File: src/rtl/carry4_alu2_arbiter.sv
// Round-robin arbiter that serialises NREQ requesters onto one shared ALU, one job in flight.
// Optional per-requester carry chaining is enabled with `define CARRY4_ALU2_ARB_CHAIN_EN.
module carry4_alu2_arbiter #(
    parameter int NREQ    = 4,
    parameter int TIMEOUT = 15
) (
    input  logic              aclk,
    input  logic              aresetn,
    input  logic [NREQ-1:0]   req_valid,
    input  logic [3*NREQ-1:0] req_opcode,
    input  logic [8*NREQ-1:0] req_operand0,
    input  logic [8*NREQ-1:0] req_operand1,
    input  logic [NREQ-1:0]   req_carry,
    output logic [NREQ-1:0]   req_grant,
    output logic [NREQ-1:0]   rsp_valid,
    output logic [7:0]        rsp_result,
    output logic              rsp_carry,
    output logic              rsp_zero,
    output logic              rsp_sign,
    output logic              rsp_error,
    output logic              alu_enable,
    output logic              alu_write,
    output logic              alu_strobe,
    output logic              alu_carryflag,
    output logic [2:0]        alu_opcode,
    output logic [7:0]        alu_operand0,
    output logic [7:0]        alu_operand1,
    input  logic [7:0]        alu_result,
    input  logic              alu_carryflag_in,
    input  logic              alu_zeroflag,
    input  logic              alu_signflag,
    input  logic              alu_ready
);

    localparam int IW = (NREQ > 1) ? $clog2(NREQ) : 1;
    localparam logic [NREQ-1:0] ONE_HOT0 = NREQ'(1);

    typedef enum logic [1:0] {
        IDLE,
        ISSUE,
        WAIT,
        DONE
    } state_e;

    state_e            state_q;
    logic [IW-1:0]     ptr_q;
    logic [IW-1:0]     ptr_d;
    logic [7:0]        cnt_q;
    logic [7:0]        cnt_d;
    logic              armed_q;
    logic [IW-1:0]     job_idx_q;

    logic              alu_enable_q;
    logic              alu_write_q;
    logic              alu_strobe_q;
    logic              alu_carryflag_q;
    logic [2:0]        alu_opcode_q;
    logic [7:0]        alu_operand0_q;
    logic [7:0]        alu_operand1_q;

    logic [NREQ-1:0]   rsp_valid_q;
    logic [7:0]        rsp_result_q;
    logic              rsp_carry_q;
    logic              rsp_zero_q;
    logic              rsp_sign_q;
    logic              rsp_error_q;

    logic              hit_hi;
    logic [IW-1:0]     idx_hi;
    logic [IW-1:0]     idx_any;
    logic [IW-1:0]     gnt_idx;
    logic              grant_fire;
    logic              timeout_hit;

    logic [2:0]        sel_opcode;
    logic [7:0]        sel_operand0;
    logic [7:0]        sel_operand1;
    logic              sel_carry_in;
    logic              carry_d;

    // Round-robin: lowest requesting index at or above ptr wins, else lowest index overall.
    always_comb begin
        // NOTE: every combinational output gets a default first, so no path leaves it unassigned and no latch is inferred.
        hit_hi  = 1'b0;
        idx_hi  = '0;
        idx_any = '0;
        for (int i = NREQ - 1; i >= 0; i--) begin
            if (req_valid[i]) begin
                idx_any = IW'(i);
                if (IW'(i) >= ptr_q) begin
                    hit_hi = 1'b1;
                    idx_hi = IW'(i);
                end
            end
        end
        gnt_idx = hit_hi ? idx_hi : idx_any;
        ptr_d   = (gnt_idx == IW'(NREQ - 1)) ? '0 : gnt_idx + 1'b1;
    end

    always_comb begin
        sel_opcode   = '0;
        sel_operand0 = '0;
        sel_operand1 = '0;
        sel_carry_in = 1'b0;
        for (int i = 0; i < NREQ; i++) begin
            if (gnt_idx == IW'(i)) begin
                sel_opcode   = req_opcode[3*i +: 3];
                sel_operand0 = req_operand0[8*i +: 8];
                sel_operand1 = req_operand1[8*i +: 8];
                sel_carry_in = req_carry[i];
            end
        end
    end

`ifdef CARRY4_ALU2_ARB_CHAIN_EN
    logic [NREQ-1:0] chain_q;
    logic            sel_chain;

    always_comb begin
        sel_chain = 1'b0;
        for (int i = 0; i < NREQ; i++) begin
            if (gnt_idx == IW'(i)) begin
                sel_chain = chain_q[i];
            end
        end
    end

    assign carry_d = sel_carry_in & sel_chain;

    // Only a clean completion carries forward; timeouts leave the requester's carry untouched.
    always_ff @(posedge aclk or negedge aresetn) begin
        if (!aresetn) begin
            chain_q <= '0;
        end else if (state_q == WAIT && alu_ready) begin
            chain_q[job_idx_q] <= alu_carryflag_in;
        end
    end
`else
    assign carry_d = sel_carry_in;
`endif

    // armed_q keeps the grant low until the first clock edge after reset release.
    assign grant_fire  = (state_q == IDLE) && armed_q && (|req_valid);
    assign cnt_d       = cnt_q + 8'd1;
    assign timeout_hit = (cnt_d == 8'(TIMEOUT));

    // The grant is a same-cycle accept pulse, so it is decoded from state rather than registered.
    assign req_grant = grant_fire ? (ONE_HOT0 << gnt_idx) : '0;

    always_ff @(posedge aclk or negedge aresetn) begin
        if (!aresetn) begin
            state_q         <= IDLE;
            ptr_q           <= '0;
            cnt_q           <= '0;
            armed_q         <= 1'b0;
            job_idx_q       <= '0;
            alu_enable_q    <= 1'b0;
            alu_write_q     <= 1'b0;
            alu_strobe_q    <= 1'b0;
            alu_carryflag_q <= 1'b0;
            alu_opcode_q    <= '0;
            alu_operand0_q  <= '0;
            alu_operand1_q  <= '0;
            rsp_valid_q     <= '0;
            rsp_result_q    <= '0;
            rsp_carry_q     <= 1'b0;
            rsp_zero_q      <= 1'b0;
            rsp_sign_q      <= 1'b0;
            rsp_error_q     <= 1'b0;
        end else begin
            // NOTE: non-blocking assignments here so every register samples pre-edge values regardless of statement order.
            armed_q      <= 1'b1;
            alu_write_q  <= 1'b0;
            alu_strobe_q <= 1'b0;
            rsp_valid_q  <= '0;
            case (state_q)
                IDLE: begin
                    if (grant_fire) begin
                        state_q         <= ISSUE;
                        ptr_q           <= ptr_d;
                        job_idx_q       <= gnt_idx;
                        alu_opcode_q    <= sel_opcode;
                        alu_operand0_q  <= sel_operand0;
                        alu_operand1_q  <= sel_operand1;
                        alu_carryflag_q <= carry_d;
                        alu_enable_q    <= 1'b1;
                        alu_write_q     <= 1'b1;
                        alu_strobe_q    <= 1'b1;
                    end
                end
                ISSUE: begin
                    state_q <= WAIT;
                    cnt_q   <= '0;
                end
                WAIT: begin
                    if (alu_ready) begin
                        state_q      <= DONE;
                        alu_enable_q <= 1'b0;
                        rsp_valid_q  <= ONE_HOT0 << job_idx_q;
                        rsp_result_q <= alu_result;
                        rsp_carry_q  <= alu_carryflag_in;
                        rsp_zero_q   <= alu_zeroflag;
                        rsp_sign_q   <= alu_signflag;
                        rsp_error_q  <= 1'b0;
                    end else if (timeout_hit) begin
                        state_q      <= DONE;
                        alu_enable_q <= 1'b0;
                        rsp_valid_q  <= ONE_HOT0 << job_idx_q;
                        rsp_result_q <= 8'h00;
                        rsp_carry_q  <= 1'b0;
                        rsp_zero_q   <= 1'b0;
                        rsp_sign_q   <= 1'b0;
                        rsp_error_q  <= 1'b1;
                    end else begin
                        cnt_q <= cnt_d;
                    end
                end
                DONE: begin
                    state_q <= IDLE;
                end
                default: begin
                    state_q <= IDLE;
                end
            endcase
        end
    end

    assign rsp_valid     = rsp_valid_q;
    assign rsp_result    = rsp_result_q;
    assign rsp_carry     = rsp_carry_q;
    assign rsp_zero      = rsp_zero_q;
    assign rsp_sign      = rsp_sign_q;
    assign rsp_error     = rsp_error_q;
    assign alu_enable    = alu_enable_q;
    assign alu_write     = alu_write_q;
    assign alu_strobe    = alu_strobe_q;
    assign alu_carryflag = alu_carryflag_q;
    assign alu_opcode    = alu_opcode_q;
    assign alu_operand0  = alu_operand0_q;
    assign alu_operand1  = alu_operand1_q;

endmodule

File: config.mk
export PLATFORM = sky130hd
export DESIGN_NAME = carry4_alu2_arbiter
export DESIGN_NICKNAME = d
export VERILOG_FILES = /design/src/rtl/carry4_alu2_arbiter.sv
export SDC_FILE = /design/constraint.sdc
export NUM_CORES = 1
export LEC_CHECK = 0
export ABC_CLOCK_PERIOD_IN_PS = 3560
export CORE_MARGIN = 2
export CORE_UTILIZATION = 40
export CTS_BUF_LIST = sky130_fd_sc_hd__clkbuf_4
export CTS_CLUSTER_DIAMETER = 30
export CTS_CLUSTER_SIZE = 14
export DETAILED_ROUTE_END_ITERATION = 10
export PLACE_DENSITY = 0.79
export REMOVE_ABC_BUFFERS = 1
export SYNTH_ARGS = -nofsm -noshare
export SYNTH_HDL_FRONTEND = slang
export SYNTH_SLANG_ARGS = --single-unit
File: constraint.sdc
create_clock -name aclk -period 3.56 [get_ports aclk]
set_clock_uncertainty 0.1 [all_clocks]
set_input_delay 0.356 -clock aclk [delete_from_list [all_inputs] [get_ports aclk]]
set_output_delay 0.356 -clock aclk [all_outputs]
set_load 0.05 [all_outputs]
======== Word level (Yosys, flattened, before mapping) ========
Index checks and enable logic that the tools add are counted.
storage, ports and cells
  bits in latches ......................... 0
  output and inout port bits .............. 43
  ROM bits ................................ 0
  logic and storage cells ................. 111
  input port bits ......................... 98
  RAM bits ................................ 0
  register bits ........................... 53
  memories ................................ 0
operators by class
  bitwise gates (word level) .............. 0
  shift operators ......................... 2
  div/mod/pow operators ................... 0
  equal/unequal tests ..................... 11
  muxes and demuxes ....................... 62
  order comparisons ....................... 4
  $add $sub $neg .......................... 2
  reduce and logical (&&, ||, !) cells .... 13
  multipliers ............................. 0
operators with widths
  operator             count
  $mux 8               12
  $mux 2               17
  $mux 1               22
  $mux 4               4
  $pmux 8 s2           1
  $mux 3               4
  $add 8x1->8 const B  1
  $eq 2x2->1 const B   4
  $eq 8x4->1 const B   1
  $pmux 2 s4           1
  $shl 1x2->4 const A  2
  $ne 2x2->1 const B   3
  $reduce_and 2->1     3
  $reduce_and 3->1     2
  $reduce_bool 2->1    3
  $eq 2x1->1 const B   2
  $ge 1x2->1 const A   2
  $ge 2x2->1 const A   2
  $logic_not 2->1      2
  $reduce_or 4->1      1
  $ne 3x3->1 const B   1
  $add 2x1->2 const B  1
  $logic_and 1x1->1    2
  $pmux 1 s2           1

======== Logic depth before layout (Yosys ltp) ========
Gate-level depths: netlist (run 1).
  depth in word-level cells ............... 15
  depth in mapped cells ................... 14
  depth with buffers taken out ............ 12

======== Worst setup path after synthesis (run 1) ========
OpenSTA, ideal clock, no wires.
  kind .................................... register to output
  start point ............................. register ptr_q[1]
  end point ............................... output port req_grant[0]
  path slack .............................. 877 ps
  data arrival time ....................... 2,227 ps
  data required time ...................... 3,104 ps
  stages on the path, launching flop included .. 9
  buffers on the path ..................... 2
  path through ............................ dfrtp_1 > nor2b_1 > a2111oi_0 > nor2_1 > inv_1 > ha_1 > clkbuf_1 > clkbuf_1 > and2_1
on the way
  longest elaborated chain between the ends .. 12
  elaborated cells on any way between the ends .. 23
  classes of those cells .................. order compare (4); shift (1); mux (18)
ends and longest elaborated chain
  what                              line  text
  start: declaration                46    logic [IW-1:0] ptr_q;
  start signal: assignment          180   ptr_q <= ptr_d;
  $ge 2x2->1                        90    if (IW'(i) >= ptr_q) begin
  $mux 2 or $mux 1 (tied branches)  90
  $mux 2 or $mux 1 (tied branches)  88    if (req_valid[i]) begin
  $mux 2 or $mux 1 (tied branches)  90
  $mux 2 or $mux 1 (tied branches)  88
  $mux 2 or $mux 1 (tied branches)  90
  $mux 2 or $mux 1 (tied branches)  88
  $mux 2 or $mux 1 (tied branches)  90
  $mux 2 or $mux 1 (tied branches)  88
  $mux 2 *                          96    gnt_idx = hit_hi ? idx_hi : idx_any;
  named net gnt_idx[1]              71    logic [IW-1:0] gnt_idx;
  $shl 1x2->4 *                     148   assign req_grant = grant_fire ? (ONE_HOT0 << gnt_idx) : '0;
  $mux 4 *                          148
  end: declaration                  14    output logic [NREQ-1:0] req_grant,
The timed path passes the listed nets; every way through them passes the cells marked *.

======== Worst setup path in the final report (run 1) ========
  start point ............................. input port req_valid[1]
  end point ............................... output port req_grant[2]
on the way
  longest elaborated chain between the ends .. 6
  elaborated cells on any way between the ends .. 13
  classes of those cells .................. shift (1); mux (10); reduce/logical (2)
ends and longest elaborated chain
  what                              line  text
  start: declaration                9     input logic [NREQ-1:0] req_valid,
  $mux 2 or $mux 1 (tied branches)  88
  $mux 2 or $mux 1 (tied branches)  90
  $mux 2 or $mux 1 (tied branches)  88
  $mux 2 *                          96
  named net gnt_idx[1]              71
  $shl 1x2->4 *                     148
  $mux 4 *                          148
Marks and branches as above.

==> reports/results.ini, run 1 <==
[status]
status=finished with violations
violations=negative hold slack

[die]
dieArea_um2=8140
core_um2=7210
io_pins=141
die_x_um=90.2
fp-row-count=31
die_y_um=90.2
initial_core_util_pct=41.2

[drt]
dr.pass1.iters=4
drc=0
drt_iter0_drc=115
wl_per_cell_um=15.4
routed_wl_mm=8.80
via_count=2953
vias_per_cell=5.15
antenna_left=0

[final_layout]
drive_gt1_share_pct=6.12
multiInputGateArea_um2=1520
final_cell_mix=clkdlybuf4s50_1, a21oi_1, dfrtp_1
final_cell_area_um2=4560
final_common_cell=clkdlybuf4s50_1
fillers=646
nets=581
n_antenna_cell=0
area_growth_pct=53.5
seq_area_um2=1330
fin_util_pct=63.2

[global_route]
grt_pass1_vias=2863
overflow=0
grt_pass1_wl_mm=14.6
antenna_found_initial=0
grt_max_degree=41
track_usage_pct=21.8

[clock_tree]
cts.sinks=53
cts-root-buf=clkbuf_4
cts_buffers=5
htree_levels=2
cts_resized=0
path_clk_slew_ps=170
cts_tree=done
worstSkewPairLatency_ps=380
cts_setup_buffers=0
cts_hold_buffers=0
max-clock-path-buffers=2

[placed_design]
dp_slack_ps=345
io_buffers=140
dp_hpwl_mm=6.66
dpl-instance-area_um2=4500
gp_congestion=0.871

[timing]
whs_ps=-26.0
finalHoldViolCount=30
rsz0062_at_grt=false
worst_slew_pin_slew_ps=898
setup_slack_ps=480
fmax_mhz=325
setup_viol=0
fin_crit_sh_pct=86.5
fin_crit_ps=3080
tns_ps=0
drv_slew=0
slew_headroom_pct=40.1

[setup_path]
cp_slowest_stage_delay_ps=770
crit_arrival_ps=2620
crit_fanout=26
cp.required_ps=3100
cp-end-kind=output pin
crit_path_top_delay_cell=ha_1
cp-start-kind=primary input
crit_top_cell=nor2_1
path_cells=clkdlybuf4s50_1 -> nor2_1 -> a2111oi_0 -> nor2_1 -> ha_1 -> and2_1 -> buf_12
critPathKind=primary input to output pin

[power]
ir_drop_uv=456
p_leak_uw=0.00185
pwr_density_cell_nw_per_um2=799

[yosys]
synth-seq-cells=53
syn_inst=343
synthArstFlopShare_pct=100
netlist_area_um2=2970
syn-mean-instance-area_um2=8.67
synth-edff-count=0
synthFlopType=dfrtp_1
yosysSeqAreaShare_pct=44.6
synth.distinct_cells=39
synth_warnings=0

[run]
cap_violations=0

[worst_hold_path]
hold_class=primary input to async pin

==> cell families after synthesis <==
group	after synthesis	synth area share [%]
xor gates and xnor gates	2	0.589
AOI/OAI and AO/OA	109	21.5
other	1	0.126
and+or+nand+nor	127	21.5
buffers and inverters	33	4.67
DFF	53	44.6
adders and majority gates	10	4.21
muxes	8	2.78
==> cell type report <==
type	instances	share of cell area (%)
clock buffers	5	0.823
clock inverters	3	0.549
inverters	7	0.576
multi-input cells	257	33.3
flip-flops and latches	53	29.1
well taps	99	2.72
repair buffers	149	33.0
==> final timing paths <==
check                      cells past startpoint                           to                      from  slack (ps)
max                                            7                 req_grant[2]              req_valid[1]         480
min reg2reg                                    1       rsp_valid[2]$_DFF_PN0_  job_idx_q[0]$_DFFE_PN0P_         370
max reg2reg                                   10  alu_operand1[0]$_DFFE_PN0P_      ptr_q[1]$_DFFE_PN0P_         740
min                                            1    alu_opcode[0]$_DFFE_PN0P_                   aresetn         -30
max in group asynchronous                      2  alu_operand0[2]$_DFFE_PN0P_                   aresetn        2630
min in group aclk                              1       rsp_valid[2]$_DFF_PN0_  job_idx_q[0]$_DFFE_PN0P_         370
==> per-stage QoR <==
step           std cells  total power [µW]
3_3_place_gp         565              3320
4_1_cts              573              3660
2_1_floorplan        317              2540
6_report             573              3650
5_1_grt              573              3900
3_5_place_dp         565              3370
==> where the power goes <==
group	switching, µW	internal (µW)
Clock	208	81.1
Combinational	1480	886
Sequential	154	842
Total	1840	1810
==> state kept, by name, summed over array words and instances, names as in the netlist, 2 cells and up <==
signal,cells
rsp_valid,4
alu_operand0,8
state_q,2
alu_opcode,3
cnt_q,8
alu_operand1,8
rsp_result,8
job_idx_q,2
ptr_q,2
==> critical path: cells and delay by family <==
family | cells | cell delay, ps
AND/OR/NAND/NOR | 3 | 790
AO/OA/AOI/OAI | 1 | 110
adder cells (fa/ha/maj) | 1 | 770
buffers and inverters | 2 | 600
==> cell usage after synthesis, types with 2 or more instances <==
cell / count / area share, %
a21oi_1: 77 / 13
mux2_2: 2 / 0.76
ha_1: 10 / 4.2
and2_1: 6 / 1.3
buf_4: 2 / 0.50
nand3b_1: 16 / 4.0
o21ai_0: 7 / 1.2
nand2b_1: 4 / 0.84
inv_1: 7 / 0.88
a221oi_1: 4 / 1.2
mux2i_1: 6 / 2.0
nor2_1: 43 / 5.4
o211ai_1: 2 / 0.50
nor2b_1: 8 / 1.7
o21a_1: 2 / 0.50
nand2_1: 27 / 3.4
nor3_1: 13 / 2.2
a22o_1: 11 / 3.2
nor3b_1: 2 / 0.50
clkbuf_1: 23 / 2.9
dfrtp_1: 53 / 45
==> per-layer routing <==
layer,GRT usage (%),part of all wire (%)
met1,29.0,44
met2,35.9,49
met3,3.60,3.3
met5,0,0
met4,8.46,3.3
(Power assumes the default switching activity.)
==> run 2, diff against run 1 <==
ABC_CLOCK_PERIOD_IN_PS = 2800   (was 3560)
CORE_UTILIZATION = 38   (was 40)
CTS_CLUSTER_SIZE = default   (was 14)
PLACE_DENSITY = 0.78   (was 0.79)
clock period = 2.8 ns   (was 3.56 ns; I/O delays follow)
==> run 2 against run 1 <==
  * The run now ends clean
  * Via count increased by 0.78%
  * Worst setup slack got worse by 330 ps
  * Die area increased by 5.0%
  * Largest cell class is now non-clock buffers
  * Largest power group unchanged
==> reports/results.ini, run 2 (synthesis gave the netlist of run 1 again) <==
[status]
status=finished clean

[placed_design]
dp_slack_ps=-31.5
io_buffers=140
dp_hpwl_mm=6.31
dpl-instance-area_um2=4580
gp_congestion=0.828

[setup_path]
cp.required_ps=2420
critPathKind=flip-flop to output pin
cp_slowest_stage_delay_ps=480
crit_family=flip-flops
path_cells=nor2b_1 -> a2111oi_2 -> nor2_1 -> buf_4 -> ha_2 -> buf_12 -> and2_1 -> buf_12
crit_arrival_ps=2270
cp-start-kind=flip-flop
crit_fanout=41
crit_path_top_delay_cell=dfrtp_2
crit_buf_inv=3
cp-end-kind=output pin
crit_top_cell=buf_12

[drt]
dr.pass1.iters=4
routed_wl_mm=8.63
antenna_left=0
via_count=2976
drt_iter0_drc=119
met2_length_mm=4.57
wl_per_cell_um=14.9
drc=0
wl_met1_mm=3.63
vias_per_cell=5.12
wl_met3_um=338
dr.max_layer_used=met4

[clock_tree]
cts_buffers=5
max-clock-path-buffers=2
cts-root-buf=clkbuf_4
htree_levels=2
cts.sinks=53
worstSkewPairLatency_ps=370
path_clk_slew_ps=160
cts_tree=done
cts_setup_buffers=0

[run]
cap_violations=0

[die]
core_um2=7650
die_y_um=92.5
io_pins=141
die_x_um=92.5
dieArea_um2=8550
fp-row-count=32
initial_core_util_pct=38.9

[timing]
setup_slack_ps=146
slew_headroom_pct=55.9
drv_slew=0
setup_viol=0
fmax_mhz=377
finalHoldViolCount=0
fin_crit_ps=2650
worst_slew_pin_slew_ps=662
fin_crit_sh_pct=94.8
rsz0062_at_grt=false

[global_route]
grt_pass1_vias=2849
grt_max_degree=42
overflow=0
grt_pass1_wl_mm=13.4
antenna_found_initial=0
track_usage_pct=19.4

[final_layout]
n_antenna_cell=0
final_common_cell=clkdlybuf4s50_1
area_growth_pct=59.7
nets=586
final_cell_mix=clkdlybuf4s50_1, a21oi_1, dfrtp_1
fillers=663
drive_gt1_share_pct=8.14
final_cell_area_um2=4750
fin_util_pct=62.1

[power]
total_power_uw=4820
p_leak_uw=0.00190
pwr_density_cell_nw_per_um2=1010
ir_drop_uv=626

[worst_hold_path]
hold_class=primary input to async pin

[run 2: cell count changes in the layout (fill, tap and decap cells not counted), sizes merged]
cell	before	now
buf	14	16
clkbuf	5	7
clkinv	1	3
clkinvlp	1	0
dlygate4sd3	0	1
inv	8	7
[run 2: final cells by class]
cell class | count | area [µm²] | share of cell area [%]
clock inverters | 3 | 22.5 | 0.474
inverters | 7 | 26.3 | 0.553
repair buffers | 154 | 1640 | 34.6
well taps | 102 | 128 | 2.69
flip-flops and latches | 53 | 1330 | 28.0
clock buffers | 5 | 37.5 | 0.791
multi-input cells | 257 | 1570 | 33.0
[run 2: power breakdown]
part | switching, µW | internal [µW] | total [µW] | leakage [µW]
clock | 251 | 100 | 352 | 0.0000352
combinational | 1910 | 1290 | 3200 | 0.00122
sequential | 195 | 1070 | 1270 | 0.000652
[run 2: metal layers]
metal  vias up  track usage [%]
met1      1436             24.6
met3         9             2.69
met5         -                0
li1       1461                -
met4         0             4.85
met2        70             34.9
[run 2: timing repair]
| item | 4_1_cts | 5_1_grt |
|---|---|---|
| endpoints found under the hold margin | 28 | 0 |
| setup endpoints to repair | 1 | 4 |
| resized for setup | 1 | 10 |
| hold buffers | 1 | 0 |
| pin swaps | 0 | 0 |
| cloned | 0 | 2 |
[run 2: path summary, 6_finish.rpt]
kind | from | end | slack, ps | cells past startpoint
max | ptr_q[1]$_DFFE_PN0P_ | req_grant[2] | 150 | 8
min | aresetn | alu_operand1[4]$_DFFE_PN0P_ | 370 | 2
max reg2reg | cnt_q[0]$_DFFE_PN0P_ | rsp_result[4]$_DFFE_PN0P_ | 390 | 7
min reg2reg | job_idx_q[1]$_DFFE_PN0P_ | rsp_valid[0]$_DFF_PN0_ | 370 | 1
max in group asynchronous | aresetn | alu_operand1[3]$_DFFE_PN0P_ | 1570 | 3
min in group aclk | job_idx_q[1]$_DFFE_PN0P_ | rsp_valid[0]$_DFF_PN0_ | 370 | 1
[run 2: per-stage QoR]
step,std cells,TNS [ps],hold WS (ps)
finish,581,0,367
global route,581,0,372
CTS,579,0,362
detailed placement,570,-60.0,251
global placement,570,0,245
floorplan,317,-7980,-116
